`config.mk`:
```
export PLATFORM = sky130hd
export DESIGN_NAME = mem_stream_writer_flat
export DESIGN_NICKNAME = d
export VERILOG_FILES = /design/src/rtl/axi4_lite_if.sv /design/src/rtl/mem_stream_writer.sv /design/src/flat_wrapper.sv
export SDC_FILE = /design/constraint.sdc
export NUM_CORES = 1
export LEC_CHECK = 0
export ABC_AREA = 0
export ABC_CLOCK_PERIOD_IN_PS = 4000
export BUFFER_PORTS_ARGS = -buffer_cell sky130_fd_sc_hd__clkbuf_2
export CORE_ASPECT_RATIO = 1.25
export CORE_MARGIN = 3
export CORE_UTILIZATION = 25
export CTS_CLUSTER_SIZE = 25
export DETAILED_ROUTE_END_ITERATION = 6
export PLACE_DENSITY_LB_ADDON = 0.12
export SYNTH_ARGS = -nofsm -noshare
export SYNTH_HDL_FRONTEND = slang
export SYNTH_SLANG_ARGS = --single-unit
```
`constraint.sdc`:
```
create_clock -name aclk -period 4 [get_ports aclk]
set_input_delay 0.6 -clock aclk [delete_from_list [all_inputs] [get_ports aclk]]
set_output_delay 0.6 -clock aclk [all_outputs]
set_load 0.02 [all_outputs]
```
`src/rtl/axi4_lite_if.sv`:
```
// AXI4-Lite bundle shared by the register block and the stream writer.
// Only the write channels carry traffic in this subsystem; read channels are tied off by masters.
interface axi4_lite_if #(
    parameter int unsigned AW = 32,
    parameter int unsigned DW = 32
) ();
    logic [AW-1:0]   awaddr;
    logic [2:0]      awprot;
    logic            awvalid;
    logic            awready;
    logic [DW-1:0]   wdata;
    logic [DW/8-1:0] wstrb;
    logic            wvalid;
    logic            wready;
    logic [1:0]      bresp;
    logic            bvalid;
    logic            bready;
    logic [AW-1:0]   araddr;
    logic [2:0]      arprot;
    logic            arvalid;
    logic            arready;
    logic [DW-1:0]   rdata;
    logic [1:0]      rresp;
    logic            rvalid;
    logic            rready;

    modport m (
        output awaddr, awprot, awvalid, wdata, wstrb, wvalid, bready,
        output araddr, arprot, arvalid, rready,
        input  awready, wready, bresp, bvalid, arready, rdata, rresp, rvalid
    );

    modport s (
        input  awaddr, awprot, awvalid, wdata, wstrb, wvalid, bready,
        input  araddr, arprot, arvalid, rready,
        output awready, wready, bresp, bvalid, arready, rdata, rresp, rvalid
    );
endinterface

```
`src/rtl/mem_stream_writer.sv`:
```
// Streaming write engine: writes each stream word into a circular memory window over AXI4-Lite,
// one single-beat transaction at a time, with a wrapping word pointer and a sticky error flag.
module mem_stream_writer #(
    parameter int unsigned AW    = 32,
    parameter int unsigned DW    = 32,
    parameter int unsigned WORDS = 1024,
    localparam int unsigned PW   = $clog2(WORDS)
) (
    input  logic          aclk,
    input  logic          aresetn,
    input  logic [AW-1:0] offset,
    input  logic          enable,
    input  logic [DW-1:0] s_data,
    input  logic          s_valid,
    output logic          s_ready,
    axi4_lite_if.m        bus,
    output logic [PW-1:0] wr_ptr,
    output logic          wrap,
    output logic          busy,
    output logic          err,
    input  logic          err_clr
);

    localparam int unsigned Shift = $clog2(DW / 8);

    typedef enum logic [1:0] {StIdle, StWrite, StResp} state_e;

    state_e        state_q, state_d;
    logic          arm_q;
    logic [AW-1:0] base_q;
    logic [PW-1:0] wr_ptr_q;
    logic [DW-1:0] wdata_q;
    logic [AW-1:0] awaddr_q;
    logic          awvalid_q;
    logic          wvalid_q;
    logic          wrap_q;
    logic          err_q, err_d;

    logic          idle;
    logic          latch;
    logic          accept;
    logic          aw_ok;
    logic          w_ok;
    logic          b_done;
    logic          b_err;
    logic [AW-1:0] base_eff;
    logic [PW-1:0] ptr_eff;
    logic [AW-1:0] addr_next;

    assign idle   = (state_q == StIdle);
    // arm_q remembers that enable was seen low, so the next IDLE cycle with enable high latches.
    assign latch  = idle & enable & arm_q;
    assign accept = s_valid & s_ready;
    assign aw_ok  = ~awvalid_q | bus.awready;
    assign w_ok   = ~wvalid_q | bus.wready;
    assign b_done = (state_q == StResp) & bus.bvalid;
    assign b_err  = b_done & (bus.bresp != 2'b00);

    // A word accepted on the latch cycle already targets the new base at index 0.
    assign base_eff  = latch ? offset : base_q;
    assign ptr_eff   = latch ? '0 : wr_ptr_q;
    assign addr_next = base_eff + (AW'(ptr_eff) << Shift);

    always_comb begin
        err_d = err_q;
        if (b_err) begin
            err_d = 1'b1;
        end else if (err_clr) begin
            err_d = 1'b0;
        end
    end

    always_ff @(posedge aclk) begin
        if (!aresetn) begin
            state_q <= StIdle;
        end else begin
            state_q <= state_d;
        end
    end

    always_comb begin
        state_d = state_q;
        unique case (state_q)
            StIdle:  if (accept) state_d = StWrite;
            StWrite: if (aw_ok && w_ok) state_d = StResp;
            StResp:  if (bus.bvalid) state_d = StIdle;
            default: state_d = StIdle;
        endcase
    end

    always_comb begin
        s_ready    = aresetn & idle & enable;
        bus.bready = (state_q == StResp);
        busy       = ~idle;
    end

    always_ff @(posedge aclk) begin
        if (!aresetn) begin
            arm_q     <= 1'b1;
            base_q    <= '0;
            wr_ptr_q  <= '0;
            wdata_q   <= '0;
            awaddr_q  <= '0;
            awvalid_q <= 1'b0;
            wvalid_q  <= 1'b0;
            wrap_q    <= 1'b0;
            err_q     <= 1'b0;
        end else begin
            arm_q  <= ~enable | (arm_q & ~latch);
            wrap_q <= b_done & (wr_ptr_q == PW'(WORDS - 1));
            err_q  <= err_d;
            if (latch) begin
                base_q <= offset;
            end
            if (latch) begin
                wr_ptr_q <= '0;
            end else if (b_done) begin
                wr_ptr_q <= wr_ptr_q + PW'(1);
            end
            if (accept) begin
                wdata_q   <= s_data;
                awaddr_q  <= addr_next;
                awvalid_q <= 1'b1;
                wvalid_q  <= 1'b1;
            end else begin
                if (bus.awready) awvalid_q <= 1'b0;
                if (bus.wready)  wvalid_q  <= 1'b0;
            end
        end
    end

    assign bus.awaddr  = awaddr_q;
    assign bus.awprot  = 3'b000;
    assign bus.awvalid = awvalid_q;
    assign bus.wdata   = wdata_q;
    assign bus.wstrb   = '1;
    assign bus.wvalid  = wvalid_q;
    assign bus.araddr  = '0;
    assign bus.arprot  = 3'b000;
    assign bus.arvalid = 1'b0;
    assign bus.rready  = 1'b0;

    assign wr_ptr = wr_ptr_q;
    assign wrap   = wrap_q;
    assign err    = err_q;

    logic unused_rd;
    assign unused_rd = ^{bus.arready, bus.rdata, bus.rresp, bus.rvalid};

endmodule

```
`src/flat_wrapper.sv`:
```
// flat-port wrapper written by rule: the top's interface ports become plain ports
module mem_stream_writer_flat 
#(
    parameter int unsigned AW    = 32,
    parameter int unsigned DW    = 32,
    parameter int unsigned WORDS = 1024,
    localparam int unsigned PW   = $clog2(WORDS)
)
  (aclk, aresetn, offset, enable, s_data, s_valid, s_ready, wr_ptr, wrap, busy, err, err_clr, bus_awaddr, bus_awprot, bus_awvalid, bus_wdata, bus_wstrb, bus_wvalid, bus_bready, bus_araddr, bus_arprot, bus_arvalid, bus_rready, bus_awready, bus_wready, bus_bresp, bus_bvalid, bus_arready, bus_rdata, bus_rresp, bus_rvalid);
  axi4_lite_if #(.AW(AW), .DW(DW)) bus_i ();
  input  logic aclk;
  input  logic aresetn;
  input  logic [AW-1:0] offset;
  input  logic enable;
  input  logic [DW-1:0] s_data;
  input  logic s_valid;
  output logic s_ready;
  output logic [PW-1:0] wr_ptr;
  output logic wrap;
  output logic busy;
  output logic err;
  input  logic err_clr;
  output wire logic [$bits(bus_i.awaddr)-1:0] bus_awaddr;
  output wire logic [$bits(bus_i.awprot)-1:0] bus_awprot;
  output wire logic [$bits(bus_i.awvalid)-1:0] bus_awvalid;
  output wire logic [$bits(bus_i.wdata)-1:0] bus_wdata;
  output wire logic [$bits(bus_i.wstrb)-1:0] bus_wstrb;
  output wire logic [$bits(bus_i.wvalid)-1:0] bus_wvalid;
  output wire logic [$bits(bus_i.bready)-1:0] bus_bready;
  output wire logic [$bits(bus_i.araddr)-1:0] bus_araddr;
  output wire logic [$bits(bus_i.arprot)-1:0] bus_arprot;
  output wire logic [$bits(bus_i.arvalid)-1:0] bus_arvalid;
  output wire logic [$bits(bus_i.rready)-1:0] bus_rready;
  input wire logic [$bits(bus_i.awready)-1:0] bus_awready;
  input wire logic [$bits(bus_i.wready)-1:0] bus_wready;
  input wire logic [$bits(bus_i.bresp)-1:0] bus_bresp;
  input wire logic [$bits(bus_i.bvalid)-1:0] bus_bvalid;
  input wire logic [$bits(bus_i.arready)-1:0] bus_arready;
  input wire logic [$bits(bus_i.rdata)-1:0] bus_rdata;
  input wire logic [$bits(bus_i.rresp)-1:0] bus_rresp;
  input wire logic [$bits(bus_i.rvalid)-1:0] bus_rvalid;
  assign bus_awaddr = bus_i.awaddr;
  assign bus_awprot = bus_i.awprot;
  assign bus_awvalid = bus_i.awvalid;
  assign bus_wdata = bus_i.wdata;
  assign bus_wstrb = bus_i.wstrb;
  assign bus_wvalid = bus_i.wvalid;
  assign bus_bready = bus_i.bready;
  assign bus_araddr = bus_i.araddr;
  assign bus_arprot = bus_i.arprot;
  assign bus_arvalid = bus_i.arvalid;
  assign bus_rready = bus_i.rready;
  assign bus_i.awready = bus_awready;
  assign bus_i.wready = bus_wready;
  assign bus_i.bresp = bus_bresp;
  assign bus_i.bvalid = bus_bvalid;
  assign bus_i.arready = bus_arready;
  assign bus_i.rdata = bus_rdata;
  assign bus_i.rresp = bus_rresp;
  assign bus_i.rvalid = bus_rvalid;
  mem_stream_writer #(.AW(AW), .DW(DW), .WORDS(WORDS)) u_core (.aclk(aclk), .aresetn(aresetn), .offset(offset), .enable(enable), .s_data(s_data), .s_valid(s_valid), .s_ready(s_ready), .bus(bus_i), .wr_ptr(wr_ptr), .wrap(wrap), .busy(busy), .err(err), .err_clr(err_clr));
endmodule
```
==> results.toml, run 1 <==
[critical_path]
arrival_ns = 3.50
worstPathRequired_ns = 4.29
crit_path_end_kind = "flop"
r2r-start = "u_core.state_q[0]"
reg2reg_slack_ns = 0.79
crit_path_top_delay_cell = "fa_1"
path_class = "flop to flop"
setup.worst_path.start = "u_core.state_q[0]"
critPathLaunchType = "flop"
cp_cell_sequence = "nand4bb_2, buf_4, and2_1, fa_1, a211o_1, a21o_1, a2111oi_0, nor3_1, xnor2_1, o21ai_0"
slowest_delay_ns = 0.49
crit_fanout = 18

[route]
wl_um = 16800
ant_nets = 0
dr.pass1.iters = 5
drc = 0
post_drt_via_cell_ratio = 4.46
vias = 5012
drtIter0Drc = 148
wl_per_cell_um = 15.0

[sta]
hold_viol = 0
worst_pin_slew_ns = 0.824
fin_ws_ns = 0.787
skew_ns = 0.0123
drv_slew = 0
fin_crit_ns = 3.21
clock.fmax_ghz = 0.311
fin_tns_setup_ns = 0
setup_viol = 0
rsz0062_at_grt = "no"
relSlewSlack = 0.451
min_period_over_period = 0.803
hold_ws_ns = 0.404

[pwr]
cellPowerDensity_nw_per_um2 = 430
power_frac_seq = 0.385
peakVddDrop_v = 0.000278
p_leak_nw = 3.19
p_int_mw = 2.30
p_sw_mw = 0.833
swShare = 0.266
p_comb_frac = 0.118
clkPwrFrac = 0.497

[floorplan]
core_sq_um = 22600
die_h_um = 177
io_pins = 235
die_x_um = 143
start_util = 0.259
row_count = 61
die-area_sq_um = 25200

[layout]
final_cell_mix = "153 x clkbuf_2, 127 x nand2_1, 113 x dfxtp_1"
final_cells = 1124
final_core_util = 0.322
nNetsFinal = 950
layout_commonest_cell = "clkbuf_2"
diodes = 0
drive_gt1_frac = 0.253
area_growth_pct = 24.7

[hold_path]
hold_start = "enable"
hold_path_class = "input pin to flop"

[clocking]
clk_path_buf_depth = 2
cts_inserted_buffers = 17
path_clk_slew_ns = 0.06
cts_setup_buffers = 0
cts_tree = "yes"
hold_buffers = 0
clkLatencyLatePin_ns = 0.42
cts_resized = 0
htreeDepth = 4
cts-root-buf = "clkbuf_16"
numClockSinks = 113

[grt]
grt.overflow.total = 0
grt_pass1_wl_um = 26100
grt_max_degree = 75
busiest_layer = "met2"
met1_usage = 0.156
grt_pass1_vias = 4845
grtUsageMet2 = 0.229
antenna_found_initial = 0
grtUsageMet3 = 0.0319
grtUsageTotal = 0.132

[yosys]
syn_area_per_cell_sq_um = 8.51
synth.yosys.seq_area_share = 0.387
synth_edf_count = 0
yosys_most_used_dff = "dfxtp_1"
synth_top_area_cell = "dfxtp_1"
synth_cell_type_count = 69
netlist_area_sq_um = 5840
yosysWarnings = 0
async_reset_ff_frac = 0
synth_cells = 686
synth-seq-cells = 113
synth_top_area_frac = 0.387
synth_top_cells_by_area = "dfxtp_1 39%, nand2_1 8.2%, buf_4 5.9%, a21boi_0 5.0%, mux2i_1 3.8%"

[placement]
dp_cells = 1092
pre_cts_ws_ns = 0.481
gp_congestion = 0.766
dp_hpwl_um = 12200
numPortBuffers = 154

[status]
status = "complete, no violations"

[run]
drv_cap = 0
[flip-flops by register name, indices dropped and copies added, names as in the netlist]
signal	flops
u_core.arm_q	1
u_core.base_q	32
u_core.bus.awaddr	32
u_core.bus.awvalid	1
u_core.bus.wdata	32
u_core.bus.wvalid	1
u_core.err	1
u_core.state_q	2
u_core.wr_ptr	10
u_core.wrap	1
[area by class of cell]
type / count / area, sq um
repair buffers: 162 / 831
clock inverters: 13 / 163
clock buffers: 19 / 443
multi-input cells: 531 / 3220
fillers: 2490 / 15300
inverters: 3 / 11.3
well taps: 283 / 354
flip-flops and latches: 113 / 2260
[Yosys cell counts, types with 10 or more instances]
master and n:
a21boi_0 39, a21oi_1 17, and2_1 26, and3_1 10, buf_4 46, clkbuf_1 25, dfxtp_1 113, ha_1 11
mux2i_1 22, nand2_1 128, nand3_1 40, nand4_1 14, nor2_1 17, nor2b_1 25, nor3_1 13, o21ai_0 19
xor2_1 15
[metal layers]
metal  part of all wire  up-vias  wire (um)
met5                  0        -          0
met4              0.017        0        293
met3              0.047       14        785
met2               0.51      119       8600
met1               0.42     2311       7140
li1                   -     2568          -
[power groups by stage]
stage / Clock (mW) / Combinational, mW / Sequential, mW
2_1_floorplan: 0 / 0.256 / 1.26
3_3_place_gp: 0 / 0.376 / 1.23
3_5_place_dp: 0 / 0.374 / 1.23
4_1_cts: 1.62 / 0.376 / 1.21
5_1_grt: 1.66 / 0.411 / 1.21
6_report: 1.56 / 0.369 / 1.21
[kinds of logic after synthesis]
kind of cell	share of synthesized area
other	0.00129
flip-flops	0.387
adder cells (fa/ha/maj)	0.0270
multiplexers	0.0439
XOR/XNOR	0.0330
buffers and inverters	0.0908
AND/OR/NAND/NOR	0.264
AO/OA/AOI/OAI	0.153
[path summary, 6_finish.rpt]
| path | endpoint | cells past startpoint |
|---|---|---|
| worst max-delay path | u_core.bus.awaddr[10] | 10 |
| worst min-delay path | u_core.arm_q | 2 |
| worst max register to register | u_core.bus.awaddr[10] | 10 |
| worst min register to register | u_core.bus.awaddr[16] | 2 |
[critical path: cells and delay by family (launching register included)]
kind | cells | cell delay, ns
AOI/OAI and AO/OA | 4 | 1.08
xor gates and xnor gates | 1 | 0.15
adders and majority gates | 1 | 0.49
buffers and inverters | 1 | 0.28
DFF | 1 | 0.36
and+or+nand+nor | 3 | 0.72
[metrics by stage]
step | instance area [sq um] | total power [mW]
floorplan | 6000 | 1.51
global placement | 6680 | 1.61
detailed placement | 6680 | 1.61
CTS | 7280 | 3.20
global route | 7280 | 3.28
finish | 7280 | 3.13
No activity file was read; power rests on OpenSTA's default activity.
==> run 2: changes to the inputs <==
--- a/config.mk
+++ b/config.mk
@@ -5,8 +5,8 @@
 export SDC_FILE = /design/constraint.sdc
 export NUM_CORES = 1
 export LEC_CHECK = 0
-export ABC_AREA = 0
-export ABC_CLOCK_PERIOD_IN_PS = 4000
+export ABC_AREA = 1
+export ABC_CLOCK_PERIOD_IN_PS = 2670
 export BUFFER_PORTS_ARGS = -buffer_cell sky130_fd_sc_hd__clkbuf_2
 export CORE_ASPECT_RATIO = 1.25
 export CORE_MARGIN = 3
==> constraint.sdc (replaced) <==
create_clock -name aclk -period 2.67 [get_ports aclk]
set_input_delay 0.4005 -clock aclk [delete_from_list [all_inputs] [get_ports aclk]]
set_output_delay 0.4005 -clock aclk [all_outputs]
set_load 0.02 [all_outputs]
==> run 2 against run 1 <==
Compared with the run above:
- non-clock buffer count rose by 50
- synthesized cell count rose by 26%
- clock power rose by 51%
- maximum frequency rose by 27%
- clock skew fell by 0.0029 ns
- critical path depth rose by 6
- die area rose by 2.9%
- sequential share of layout area fell by 3.0 points
- global-route usage rose by 1.5 points
- setup slack got worse by 0.64 ns
==> results.toml, run 2 <==
[critical_path]
arrival_ns = 2.82
worstPathRequired_ns = 2.97
cp_cell_sequence = "inv_1, nand2_2, nor2_4, or2_2, o21ai_2, inv_2, ha_4, buf_4, nand2_1, nor2_2, nand3_2, nand3_2, nand2_1, nand2_4, xor2_1, a21oi_1"
setup.worst_path.start = "u_core.state_q[0]"
path_class = "flop to flop"
crit_cells = 16
crit_fanout = 8
crit_path_end_kind = "flop"
crit_family = "simple AND/OR/NAND/NOR gates"
critPathBufInv = 3
r2r_cells = 16
r2r-start = "u_core.state_q[0]"
slowest_delay_ns = 0.36
critPathLaunchType = "flop"
crit_path_top_delay_cell = "dfxtp_2"

[placement]
pre_cts_ws_ns = -0.235
gp_congestion = 0.769
dp_hpwl_um = 14100
dpl_cell_area_sq_um = 7260
numPortBuffers = 154

[sta]
fin_ws_ns = 0.149
rsz0062_at_grt = "yes"
skew_ns = 0.00940
clock.fmax_ghz = 0.397
fin_crit_ns = 2.52
drv_slew = 0
worst_pin_slew_ns = 0.864
relSlewSlack = 0.424
hold_viol = 0
setup_viol = 0
min_period_over_period = 0.944

[grt]
grt_pass1_wl_um = 29500
grt_pass1_vias = 5501
antenna_found_initial = 0
grtUsageTotal = 0.147
grt.overflow.total = 0
grt_max_degree = 74

[clocking]
numClockSinks = 113
hold_buffers = 0
cts_tree = "yes"
cts-root-buf = "clkbuf_16"
clk_path_buf_depth = 2
clkLatencyLatePin_ns = 0.42
htreeDepth = 4
cts_inserted_buffers = 17
path_clk_slew_ns = 0.06

[pwr]
cellPowerDensity_nw_per_um2 = 613
power_frac_seq = 0.364
p_leak_nw = 3.95
p_int_mw = 3.54
clkPwrFrac = 0.476
peakVddDrop_v = 0.000410
swShare = 0.286
p_comb_frac = 0.159
p_sw_mw = 1.42

[route]
wl_per_cell_um = 13.5
wl_met1_um = 7750
maxUsedRoutingLayer = "met4"
drc = 0
wl_um = 18700
dr.pass1.iters = 6
drtIter0Drc = 244
vias = 5658
wl_met2_um = 9920
dr_wl_met3_um = 708
ant_nets = 0
post_drt_via_cell_ratio = 4.07

[yosys]
synth_top_cells_by_count = "210 x nand2_1, 113 x dfxtp_1, 109 x inv_1"
synth_top_area_cell = "dfxtp_1"
synth-seq-cells = 113
yosys_most_used_dff = "dfxtp_1"
yosys-mux-area-fraction = 0.00333
netlist_area_sq_um = 6020
synth_compound_area_frac = 0.117
synth_cell_type_count = 39
synthMostInstantiatedCell = "nand2_1"
synth_fa_ha_area_frac = 0.0262
syn_area_per_cell_sq_um = 6.98
synth_cells = 862
synth_xor_area_frac = 0.0160
synth_top_family_by_area = "simple AND/OR/NAND/NOR gates"
synth.yosys.seq_area_share = 0.376
synth_top_area_frac = 0.376
async_reset_ff_frac = 0
yosysWarnings = 0
synth_top_cells_by_area = "dfxtp_1 38%, nand2_1 13%, inv_1 6.8%, buf_4 5.6%, nor2_1 5.4%"
synth_edf_count = 0
synthSimpleGateAreaFrac = 0.310

[layout]
nNetsFinal = 1180
fill_cells = 2613
area_growth_pct = 34.3
drive_gt1_frac = 0.310
final_cell_area_sq_um = 8080
final_cell_mix = "200 x nand2_1, 154 x clkbuf_2, 110 x dfxtp_1"
layout_commonest_cell = "nand2_1"
diodes = 0

[floorplan]
row_count = 62
start_util = 0.258
die_h_um = 179
io_pins = 235
die-area_sq_um = 26000
die_x_um = 145
core_sq_um = 23300

[status]
status = "complete, no violations"

[hold_path]
hold_path_class = "input pin to flop"
whs_path_depth = 3
hold_start = "s_data[24]"

[run]
drv_cap = 0
==> run 2: metrics by stage <==
step                      hold slack, ns  utilization  setup TNS [ns]  power, mW  cells
after floorplan                    0.454            -               0       2.39    904
after global placement             0.453        0.311           -3.21       2.61   1352
after detailed placement           0.455        0.311           -3.09       2.62   1352
after CTS                          0.182        0.339               0       5.02   1387
after global routing               0.197        0.346          -0.115       5.19   1391
final                              0.207        0.346               0       4.95   1391
==> run 2: power by group through the flow <==
| stage | clock network [mW] | registers (mW) | logic (mW) |
|---|---|---|---|
| 6_report | 2.36 | 1.80 | 0.790 |
| 5_1_grt | 2.49 | 1.81 | 0.886 |
| 2_1_floorplan | 0 | 1.89 | 0.499 |
| 4_1_cts | 2.43 | 1.81 | 0.782 |
| 3_3_place_gp | 0 | 1.84 | 0.773 |
| 3_5_place_dp | 0 | 1.84 | 0.774 |
==> run 2: final cells by class <==
cell class,instances,area (sq um),area share
Clock buffer,19,443,0.0548
Clock inverter,13,161,0.0200
Inverter,112,420,0.0520
Multi-Input combinational cell,602,3160,0.391
Sequential cell,113,2270,0.281
Tap cell,320,400,0.0495
Timing Repair Buffer,212,1230,0.152
==> run 2: kinds of logic after synthesis <==
group / count (synthesis)
AO/OA/AOI/OAI: 124
XOR/XNOR: 11
adder cells (fa/ha/maj): 12
buffers and inverters: 189
flip-flops: 113
multiplexers: 2
other: 2
AND/OR/NAND/NOR: 409
==> run 2: routing by layer <==
layer	up-vias	track usage
met1	2522	0.165
met3	23	0.0351
met5	-	0
met2	107	0.268
met4	0	0.0452
li1	3006	-
==> run 2: worst paths after layout <==
check                          end  slack (ns)
min reg2reg   u_core.bus.wdata[31]        0.46
max          u_core.bus.awaddr[15]        0.15
max reg2reg  u_core.bus.awaddr[15]        0.15
min           u_core.bus.wdata[24]        0.21
==> run 2: what timing repair did <==
item / in CTS / in global routing
gates resized for setup: 10 / 32
setup buffers: 3 / 4
setup endpoints to repair: 17 / 23
pin swaps: 2 / 10
==> run 2: worst min-delay path, delay by kind of cell <==
kind | cells | cell delay [ns]
buffers and inverters | 1 | 0.08
AOI/OAI and AO/OA | 1 | 0.05
and+or+nand+nor | 1 | 0.05
==> run 3: changes to the inputs <==
--- a/config.mk
+++ b/config.mk
@@ -10,10 +10,11 @@
 export BUFFER_PORTS_ARGS = -buffer_cell sky130_fd_sc_hd__clkbuf_2
 export CORE_ASPECT_RATIO = 1.25
 export CORE_MARGIN = 3
-export CORE_UTILIZATION = 25
+export CORE_UTILIZATION = 45
 export CTS_CLUSTER_SIZE = 25
 export DETAILED_ROUTE_END_ITERATION = 6
 export PLACE_DENSITY_LB_ADDON = 0.12
+export REMOVE_ABC_BUFFERS = 1
 export SYNTH_ARGS = -nofsm -noshare
 export SYNTH_HDL_FRONTEND = slang
 export SYNTH_SLANG_ARGS = --single-unit
==> run 3 against run 2 <==
Compared with the run above:
- critical path depth up 2
- non-clock buffer count shrank 27
- first-iteration DRC count down 23%
- clock-buffer cell count decreased by 2
- sequential share of layout area grew 1.8 points
- clock power is 6% lower
- setup slack improved by 0.039 ns
- die area decreased by 43%
- final cell count shrank 13%
- clock skew down 0.0012 ns
- register-to-register slack gained 0.04 ns
- sequential power is essentially flat
- largest cell class unchanged
- highest routed layer unchanged
==> results.toml, run 3 (synthesis gave the netlist of run 2 again) <==
[hold_path]
hold_path_class = "input pin to flop"
whs_path_depth = 3
hold_start = "s_data[26]"
worstHoldEndpoint = "u_core.bus.wdata[26]"

[sta]
hold_viol = 0
relSlewSlack = 0.472
rsz0062_at_grt = "yes"
drv_slew = 0
skew_ns = 0.00816
min_period_over_period = 0.930
clock.fmax_ghz = 0.403
worst_pin_slew_ns = 0.793
fin_crit_ns = 2.48
setup_viol = 0

[critical_path]
path_class = "flop to flop"
critPathLaunchType = "flop"
crit_top_cell = "nand2_1"
slowest_delay_ns = 0.36
cp_cell_sequence = "inv_1, nand2_2, nor2_4, or2_2, o21ai_1, inv_1, ha_4, nand2_1, nor2_1, nand3_2, nand2_2, nand2_1, nand2_1, buf_4, nand2_1, xor2_1, o21bai_1, inv_1"
reg2reg_slack_ns = 0.19
r2r-start = "u_core.state_q[0]"
arrival_ns = 2.79
crit_family = "simple AND/OR/NAND/NOR gates"
worstPathRequired_ns = 2.97
rr_endpoint = "u_core.bus.awaddr[16]"
critPathBufInv = 4
crit_path_end_kind = "flop"
crit_path_top_delay_cell = "dfxtp_2"
r2r_cells = 18
crit_fanout = 4

[layout]
final_cell_mix = "202 x nand2_1, 154 x clkbuf_2, 111 x dfxtp_1"
area_growth_pct = 25.8
diodes = 0
final_cells = 1212
drive_gt1_frac = 0.280
layout_commonest_cell = "nand2_1"
nNetsFinal = 1153
final_cell_area_sq_um = 7570

[route]
wl_per_cell_um = 12.2
dr.pass1.iters = 5
drc = 0
drtIter0Drc = 187
wl_um = 14800
vias = 5526
ant_nets = 0
post_drt_via_cell_ratio = 4.56

[clocking]
path_clk_slew_ns = 0.06
clkLatencyLatePin_ns = 0.41
cts-root-buf = "clkbuf_16"
clk_path_buf_depth = 2
cts_inserted_buffers = 17
htreeDepth = 4
cts_tree = "yes"
numClockSinks = 113

[floorplan]
start_util = 0.467
die-area_sq_um = 14800
core_sq_um = 12900
io_pins = 235
die_x_um = 109
row_count = 46
die_h_um = 135

[placement]
gp_congestion = 0.829
numPortBuffers = 154
dp_cells = 1179
dp_hpwl_um = 10800
dpl_cell_area_sq_um = 6910

[grt]
grt.overflow.total = 0
grtUsageTotal = 0.208
grt_pass1_vias = 5342
grt_max_degree = 84
grt_pass1_wl_um = 24600
antenna_found_initial = 0

[status]
status = "complete, no violations"

[pwr]
p_leak_nw = 3.81
peakVddDrop_v = 0.000411
cellPowerDensity_nw_per_um2 = 625

[run]
drv_cap = 0
## run 3: metrics by stage
stage | hold WS [ns] | util | worst slack [ns] | TNS, ns | power, mW
final | 0.210 | 0.587 | 0.188 | 0 | 4.74
after global routing | 0.205 | 0.587 | -0.00624 | -0.00845 | 4.96
after floorplan | 0.454 | - | -0.416 | -20.82 | 2.31
after global placement | 0.453 | 0.536 | -0.0513 | -0.243 | 2.55
after detailed placement | 0.459 | 0.536 | -0.0768 | -0.539 | 2.55
after CTS | 0.188 | 0.581 | 0.00938 | 0 | 4.78
## run 3: final cells by class
class / count / area [sq um]
Tap cell: 168 / 210
Timing Repair Buffer: 185 / 1020
Clock inverter: 15 / 149
Clock buffer: 17 / 425
Sequential cell: 113 / 2260
Fill cell: 1296 / 5320
Inverter: 112 / 423
Multi-Input combinational cell: 602 / 3080
## run 3: routing by layer
layer  track usage  up-vias  part of all wire
li1              -     2945                 -
met1         0.253     2414              0.43
met2         0.349      161              0.49
met3        0.0696        6             0.074
met4        0.0561        0            0.0053
met5             0        -                 0
## run 3: repair_timing
action / 4_1_cts / 5_1_grt
setup endpoints to repair: 0 / 19
hold buffers: 0 / 0
endpoints found under the hold margin: 0 / 0
setup buffers: 0 / 1
gates resized for setup: 0 / 24
## run 3: worst register-to-register path: cells and delay by family, from the launching register on
family	cells	cell delay [ns]
xor gates and xnor gates	1	0.15
buffers and inverters	4	0.34
and+or+nand+nor	10	1.04
adders and majority gates	1	0.29
AOI/OAI and AO/OA	2	0.22
DFF	1	0.36
## run 3: how the worst max path moves through the flow
stage,from,endpoint,slack (ns),cells after the start
2_1_floorplan,u_core.state_q[0],u_core.bus.awaddr[13],-0.42,8
3_3_place_gp,enable,u_core.bus.awaddr[22],-0.05,19
3_5_place_dp,enable,u_core.bus.awaddr[26],-0.08,19
4_1_cts,u_core.state_q[0],u_core.bus.awaddr[26],0.009,18
5_1_grt,u_core.state_q[0],u_core.bus.awaddr[16],-0.006,18
6_report,u_core.state_q[0],u_core.bus.awaddr[16],0.19,18
## run 3: where the power goes
group | switching [mW] | leakage [nW] | internal, mW
Clock | 0.905 | 0.278 | 1.31
Sequential | 0.0337 | 0.924 | 1.77
Combinational | 0.474 | 2.61 | 0.247
Total | 1.41 | 3.81 | 3.32
